===== src/rtl/shf_arb_ctrl.sv =====
// -----------------------------------------------------------------------------
// shf_arb_ctrl
//
// Two-requester shift controller. A round-robin arbiter picks one requester
// while the controller is idle, captures that requester's operation, operand
// and shift amount, and then applies one single-bit shift step per clock until
// the requested amount has been consumed. The result is presented on r_o with
// a one-cycle done_o pulse tagged by done_id_o.
//
// Ports
//   clk          in   1     clock, rising edge
//   rst          in   1     asynchronous active-high reset
//   req0_i       in   1     requester 0 request, held until granted
//   req1_i       in   1     requester 1 request, held until granted
//   oper0_i      in   3     requester 0 shift operation
//   oper1_i      in   3     requester 1 shift operation
//   x0_i         in   N     requester 0 operand
//   x1_i         in   N     requester 1 operand
//   cnt0_i       in   M     requester 0 shift amount
//   cnt1_i       in   M     requester 1 shift amount
//   gnt0_o       out  1     one-cycle accept pulse to requester 0
//   gnt1_o       out  1     one-cycle accept pulse to requester 1
//   busy_o       out  1     transaction in progress (SHIFT or DONE)
//   done_o       out  1     one-cycle result-valid pulse
//   done_id_o    out  1     owner of the current result
//   r_o          out  N     result register
//
// Operation encoding (one step):
//   000 logical right, 001 arithmetic right, 010 rotate right,
//   011 / 100 logical left, 101 rotate left, 110 / 111 hold.
// -----------------------------------------------------------------------------
module shf_arb_ctrl #(
    parameter int N = 8,
    parameter int M = 3
) (
    input  logic         clk,
    input  logic         rst,
    input  logic         req0_i,
    input  logic         req1_i,
    input  logic [2:0]   oper0_i,
    input  logic [2:0]   oper1_i,
    input  logic [N-1:0] x0_i,
    input  logic [N-1:0] x1_i,
    input  logic [M-1:0] cnt0_i,
    input  logic [M-1:0] cnt1_i,
    output logic         gnt0_o,
    output logic         gnt1_o,
    output logic         busy_o,
    output logic         done_o,
    output logic         done_id_o,
    output logic [N-1:0] r_o
);

    typedef enum logic [1:0] {
        ST_IDLE  = 2'd0,
        ST_SHIFT = 2'd1,
        ST_DONE  = 2'd2
    } state_t;

    localparam logic [M-1:0] CNT_ZERO = M'(0);
    localparam logic [M-1:0] CNT_ONE  = M'(1);

    // One single-bit step of the selected operation; unknown codes hold data.
    function automatic logic [N-1:0] shift_step(input logic [2:0]   op,
                                                input logic [N-1:0] v);
        logic [N-1:0] res;
        res = v;
        case (op)
            3'b000:         res = {1'b0, v[N-1:1]};
            3'b001:         res = {v[N-1], v[N-1:1]};
            3'b010:         res = {v[0], v[N-1:1]};
            3'b011, 3'b100: res = {v[N-2:0], 1'b0};
            3'b101:         res = {v[N-2:0], v[N-1]};
            default:        res = v;
        endcase
        return res;
    endfunction

    // State and datapath registers
    state_t       state_q,     state_d;
    logic [2:0]   oper_q,      oper_d;
    logic         id_q,        id_d;
    logic [M-1:0] remaining_q, remaining_d;
    logic [N-1:0] data_q,      data_d;
    logic [N-1:0] r_q,         r_d;
    logic         last_id_q,   last_id_d;

    // Registered outputs
    logic         gnt0_q,      gnt0_d;
    logic         gnt1_q,      gnt1_d;
    logic         busy_q,      busy_d;
    logic         done_q,      done_d;
    logic         done_id_q,   done_id_d;

    // Arbitration and operand selection
    logic         any_req_s;
    logic         grant_id_s;
    logic [2:0]   sel_oper_s;
    logic [N-1:0] sel_x_s;
    logic [M-1:0] sel_cnt_s;
    logic [N-1:0] step_s;

    assign any_req_s = req0_i | req1_i;
    assign step_s    = shift_step(oper_q, data_q);

    // Round-robin pick: a lone requester wins; on a tie the one not served last wins.
    always_comb begin
        grant_id_s = 1'b0;
        if (req0_i && req1_i) begin
            grant_id_s = ~last_id_q;
        end else if (req1_i) begin
            grant_id_s = 1'b1;
        end else begin
            grant_id_s = 1'b0;
        end
    end

    // Operand mux driven by the arbitration winner.
    always_comb begin
        sel_oper_s = oper0_i;
        sel_x_s    = x0_i;
        sel_cnt_s  = cnt0_i;
        if (grant_id_s) begin
            sel_oper_s = oper1_i;
            sel_x_s    = x1_i;
            sel_cnt_s  = cnt1_i;
        end else begin
            sel_oper_s = oper0_i;
            sel_x_s    = x0_i;
            sel_cnt_s  = cnt0_i;
        end
    end

    // Next-state and datapath logic of the controller FSM.
    always_comb begin
        state_d     = state_q;
        oper_d      = oper_q;
        id_d        = id_q;
        remaining_d = remaining_q;
        data_d      = data_q;
        r_d         = r_q;
        last_id_d   = last_id_q;
        gnt0_d      = 1'b0;
        gnt1_d      = 1'b0;

        case (state_q)
            ST_IDLE: begin
                if (any_req_s) begin
                    id_d      = grant_id_s;
                    last_id_d = grant_id_s;
                    oper_d    = sel_oper_s;
                    gnt0_d    = ~grant_id_s;
                    gnt1_d    = grant_id_s;
                    data_d    = sel_x_s;
                    if (sel_cnt_s == CNT_ZERO) begin
                        // Zero-length shift: the operand is the result.
                        r_d         = sel_x_s;
                        remaining_d = CNT_ZERO;
                        state_d     = ST_DONE;
                    end else begin
                        remaining_d = sel_cnt_s;
                        state_d     = ST_SHIFT;
                    end
                end else begin
                    state_d = ST_IDLE;
                end
            end
            ST_SHIFT: begin
                data_d      = step_s;
                remaining_d = remaining_q - CNT_ONE;
                if (remaining_q == CNT_ONE) begin
                    // Last step: publish the shifted value directly.
                    r_d     = step_s;
                    state_d = ST_DONE;
                end else begin
                    state_d = ST_SHIFT;
                end
            end
            ST_DONE: begin
                state_d = ST_IDLE;
            end
            default: begin
                state_d = ST_IDLE;
            end
        endcase
    end

    // Output flags are decoded from the next state so they line up with it.
    always_comb begin
        busy_d    = (state_d != ST_IDLE);
        done_d    = (state_d == ST_DONE);
        done_id_d = done_id_q;
        if (state_d == ST_DONE) begin
            done_id_d = id_d;
        end else begin
            done_id_d = done_id_q;
        end
    end

    // State register with asynchronous reset; last_id resets to 1 so requester 0 wins the first tie.
    always_ff @(posedge clk or posedge rst) begin
        if (rst) begin
            state_q     <= ST_IDLE;
            oper_q      <= 3'b000;
            id_q        <= 1'b0;
            remaining_q <= CNT_ZERO;
            data_q      <= {N{1'b0}};
            r_q         <= {N{1'b0}};
            last_id_q   <= 1'b1;
            gnt0_q      <= 1'b0;
            gnt1_q      <= 1'b0;
            busy_q      <= 1'b0;
            done_q      <= 1'b0;
            done_id_q   <= 1'b0;
        end else begin
            state_q     <= state_d;
            oper_q      <= oper_d;
            id_q        <= id_d;
            remaining_q <= remaining_d;
            data_q      <= data_d;
            r_q         <= r_d;
            last_id_q   <= last_id_d;
            gnt0_q      <= gnt0_d;
            gnt1_q      <= gnt1_d;
            busy_q      <= busy_d;
            done_q      <= done_d;
            done_id_q   <= done_id_d;
        end
    end

    assign gnt0_o    = gnt0_q;
    assign gnt1_o    = gnt1_q;
    assign busy_o    = busy_q;
    assign done_o    = done_q;
    assign done_id_o = done_id_q;
    assign r_o       = r_q;

endmodule


===== config.mk =====
export PLATFORM = sky130hd
export DESIGN_NAME = shf_arb_ctrl
export DESIGN_NICKNAME = d
export VERILOG_FILES = /design/src/rtl/shf_arb_ctrl.sv
export SDC_FILE = /design/constraint.sdc
export NUM_CORES = 1
export LEC_CHECK = 0
export ABC_AREA = 1
export CAP_MARGIN = 30
export CORE_MARGIN = 3
export CORE_UTILIZATION = 49
export DETAILED_ROUTE_END_ITERATION = 6
export HOLD_SLACK_MARGIN = 0.12
export PLACE_DENSITY = 0.84
export SLEW_MARGIN = 20
export SYNTH_ARGS = -nofsm -noshare
export SYNTH_HDL_FRONTEND = slang
export SYNTH_SLANG_ARGS = --single-unit

===== constraint.sdc =====
create_clock -name clk -period 2.2 [get_ports clk]
set_clock_uncertainty 0.2 [all_clocks]
set_input_delay 0.44 -clock clk [delete_from_list [all_inputs] [get_ports clk]]
set_output_delay 0.44 -clock clk [all_outputs]
set_load 0.03 [all_outputs]

### Yosys cells after proc, flatten, opt, wreduce, memory -nomap -nowiden

Cells that the tools add are included.
W data, S select, Z words.

* flip-flop bits (word level): 31
* latch bits: 0
* RAM bits: 0
* bits in read-only memories: 0
* logic and storage cells: 62
* memories kept: 0

* add/sub/neg operators: 1
* multiply operators: 0
* divide/modulo/power cells: 0
* magnitude comparators: 0
* equal/unequal tests: 11
* shift-type cells: 0
* multiplexer cells: 25
* bitwise gates (word level): 3
* reductions and logical operators: 10

Operators by type and width (number)
* $mux W8: 5
* $pmux W8 S5: 1
* $pmux W8 S2: 2
* $mux W3: 4
* $mux W1: 8
* $eq A3 B1 Y1 const B: 2
* $eq A3 B2 Y1 const B: 2
* $eq A3 B3 Y1 const B: 2
* $logic_not A3 Y1: 2
* $mux W2: 3
* $ne A2 B2 Y1 const B: 3
* $pmux W3 S2: 1
* $pmux W2 S2: 1
* $reduce_and A2 Y1: 2
* $reduce_and A4 Y1: 1
* $reduce_bool A2 Y1: 2
* $sub A3 B1 Y3 const B: 1
* $eq A2 B1 Y1 const B: 1
* $eq A2 B2 Y1 const B: 1
* $logic_not A2 Y1: 1
* $not A1 Y1: 2
* $reduce_or A2 Y1: 1
* $logic_and A1 B1 Y1: 1
* $or A1 B1 Y1: 1

### Logic depth before layout (Yosys ltp)

Gate-level depths: netlist of the first run.

* word-level depth: 8
* mapped depth: 10

### Least setup slack after synthesis of the first run

OpenSTA, ideal clock, no wires.

* path kind: register -> register
* start: reg last_id_q
* end: reg r_q[7], in the netlist r_o[7]
* data arrival time: 1348 ps
* required time: 1883 ps
* setup slack: 535 ps
* stages on the path, launching flop included: 11
* path buffers: 1
* cells stage by stage: dfstp_2 -> nand2_1 -> nand2_2 -> buf_6 -> nand2_1 -> nand2_1 -> nand3_2 -> nand2_4 -> nand2_8 -> nand2_1 -> nand2_1

* word-level cells in the longest chain between the ends: 6
* elaborated cells between the ends (all ways): 10

Ends and longest elaborated chain
* from (decl): RTL line 86 `logic last_id_q, last_id_d;`
* from (signal assigned): RTL line 222 `last_id_q <= last_id_d;`
* $not A1 Y1 *: RTL line 110 `grant_id_s = ~last_id_q;`
* $mux W1 *: RTL line 109 `if (req0_i && req1_i) begin`
* $mux W3 / $mux W8 (equally long branches): RTL line 123 `if (grant_id_s) begin`
* $logic_not A3 Y1 / $mux W8 (equally long branches): RTL line 155 `if (sel_cnt_s == CNT_ZERO) begin`
* $ne A2 B2 Y1 (no line) / $mux W8 (equally long branches)
* $reduce_and A4 Y1 (no line) / $pmux W8 S2 (equally long branches)
* to (signal assigned): RTL line 208 `r_q <= {N{1'b0}};`
* to (signal assigned): RTL line 221 `r_q <= r_d;`
* to (decl): RTL line 85 `logic [N-1:0] r_q, r_d;`

Mark *: on every way between the ends. The rest lies on a longest branch, timed or not. The select of a mux whose other input is x is not followed.
A chain may end at the register's enable or synchronous reset.

### Worst setup path in the final report of the first run

* start: reg r_q[0], in the netlist r_o[0]
* end: out r_o[0]

RTL lines
* to (decl): RTL line 51 `output logic [N-1:0] r_o`

No word-level cell between the ends.

==> results.tsv, run 1 <==
metric	value	unit
Post-Synthesis Cells	235	
Detail Route Antenna Nets	0	
Inserted Diodes	0	
Final Cycle Share	92.3	%
post-synthesis cell area	0.00176	mm^2
H-tree depth	2	
synthesis-stage register bit count	31	
initial antenna violation count	0	
worst-case vdd ir drop	0.745	mV
GPL Wtd Cong	0.867	
post-CTS sizing	0	
final wirelength	4.36	mm
Crit. End Element	output pin	
Hold Path Origin	last_id_q$_DFFE_PP1P_	
Synth async-reset ratio	100	%
crit path kind	reg -> out	
RSZ-0062 raised after global routing	false	
clk slew on worst S/H paths	90	ps
First DRT Iteration DRCs	139	
grt ovf	0	
P per Cell Area	1480	mW/mm^2
Area growth, synth to finish	36.0	%
ys flop type	dfrtp_1	
register area share after synthesis	44.3	%
die height	65.9	um
CTS Hold Bufs	0	
Post-synth EDFFs	0	
core area	0.00339	mm^2
final instance area	0.00239	mm^2
Lkg Pwr	0.00121	uW
CTS sink count	31	
total CTS buffers	5	
CTS root buf	clkbuf_4	
worst-case clock buffer depth	2	
# nets final	326	
Synth warnings	0	
routed vias	1758	
most frequent cells in the layout	nand2_1, clkdlybuf4s50_1, dfrtp_1	
Worst Path Required	1560	ps
CTS tree	built	
largest net degree at the start of global routing	32	
average vias per placed instance	5.19	
final setup fails	0	
worst skew pair latency	330	ps
width of the die	65.9	um
FP Rows	21	
Bufs and invs on worst path	1	
post-CTS setup buffers	0	
Finished Layout Cells	339	
max_slew headroom	74.0	%
cell family with most CP delay	buffers and inverters	
vias in the first global route	1627	
Final Core Density	70.4	%
Routed wire per std cell	12.9	um
Worst Max-Slew Pin Slew	390	ps
# IOs	45	
Fin. Hold Viols	0	
achievable frequency	492	MHz
commonest non-fill, non-tap cell in the layout	nand2_1	
R2R Path Start	last_id_q$_DFFE_PP1P_	
Tmin final	2030	ps
HP Class	reg -> reg	
GR Util All Layers	22.0	%
Placed Cells	331	
Avg Inst Size Synth	7.47	um^2
share of layout cells above drive strength 1	9.56	%
Slew Viols, Final	0	
status	completed	
die footprint	0.00434	mm^2
worst path cell trace	clkdlybuf4s50_1	
DRC	0	
CP startpoint	r_o[0]$_DFFE_PP0P_	
largest fanout on the critical path	2	
Area after DPL	0.00232	mm^2
Critical-path top delay cell	clkdlybuf4s50_1	
max incr delay on CP	680	ps
Max-Cap Viols	0	
port buffer count	44	
Worst Path Arrival	1390	ps
Distinct cells, synth	31	
Setup TNS	0	ps
First-pass DRT Iterations	5	
global-route wire length before repair	7.26	mm
crit start category	flop	
starting density of the core	51.8	%
post-DP HPWL	3.33	mm
syn_nets	269	
[flip-flops by register name, summed over array words and instances, names as in the netlist]
signal and count:
done_id_o 1, id_q 1, last_id_q 1, gnt0_o 1, done_o 1, r_o 8
state_q 2, gnt1_o 1, oper_q 3, remaining_q 3, busy_o 1, data_q 8
[Yosys cell counts (2+ instances only)]
library cell / count / area share (%)
o21ai_0: 21 / 6.0
inv_1: 28 / 6.0
buf_6: 3 / 1.9
a21oi_1: 6 / 1.7
nor2_1: 3 / 0.64
dfrtp_1: 30 / 43
nand3_1: 26 / 7.4
nand2_1: 88 / 19
o221ai_1: 3 / 1.5
nand2_2: 2 / 0.71
o211ai_1: 2 / 0.86
ha_1: 2 / 1.4
o21bai_1: 2 / 0.86
clkinv_1: 2 / 0.43
[final timing paths]
| path | slack [ps] | end | cells after the start |
|---|---|---|---|
| setup / recovery | 170 | r_o[0] | 1 |
| hold / removal | 270 | last_id_q$_DFFE_PP1P_ | 2 |
| setup reg to reg | 390 | r_o[6]$_DFFE_PP0P_ | 9 |
| hold reg to reg | 270 | last_id_q$_DFFE_PP1P_ | 2 |
| max in group asynchronous | 1200 | last_id_q$_DFFE_PP1P_ | 3 |
| min in group asynchronous | 280 | r_o[0]$_DFFE_PP0P_ | 3 |
[final cells by class]
class	count	area [um^2]
clock buffer	8	68.8
multi-input combinational	168	817
timing repair buffer	55	548
fill	253	1000
tap	46	57.6
sequential	31	777
inverter	31	119
[metal layers]
layer	wire (um)	global-route usage, %	up-vias	part of all wire (%)
met3	269	5.27	6	6.2
met2	2020	33.2	71	46
li1	-	-	875	-
met5	0	0	-	0
met4	57	8.03	0	1.3
met1	2010	30.7	806	46
[power breakdown]
group / total [uW] / leakage (uW) / internal [uW] / switching [uW]
Combinational: 2120 / 0.000785 / 812 / 1300
Clock: 373 / 0.0000386 / 188 / 186
Sequential: 1030 / 0.000382 / 854 / 181
[logic make-up (layout without fill, tap and decap cells)]
group / after synthesis / after routing / synth area share (%)
AND/OR/NAND/NOR: 128 / 128 / 32.1
buffers and inverters: 36 / 94 / 9.19
flip-flops: 31 / 31 / 44.3
adder cells (fa/ha/maj): 2 / 2 / 1.43
AO/OA/AOI/OAI: 37 / 37 / 12.5
XOR/XNOR: 1 / 1 / 0.499
[metrics by stage]
stage	setup WS, ps	hold slack, ps	total power (uW)
final	169	268	3520
after detailed placement	-32.6	257	3130
after floorplan	535	239	2430
after global placement	22.8	254	3080
after global routing	123	307	3830
after CTS	156	271	3520
Power figures use the tool's default switching activity.
==> run 2, diff against run 1 <==
--- a/config.mk
+++ b/config.mk
@@ -12,7 +12,6 @@
 export DETAILED_ROUTE_END_ITERATION = 6
 export HOLD_SLACK_MARGIN = 0.12
 export PLACE_DENSITY = 0.84
-export SLEW_MARGIN = 20
 export SYNTH_ARGS = -nofsm -noshare
 export SYNTH_HDL_FRONTEND = slang
 export SYNTH_SLANG_ARGS = --single-unit
==> results of run 2 <==
The final DEF is identical to that of run 1; final timing and power are the same.
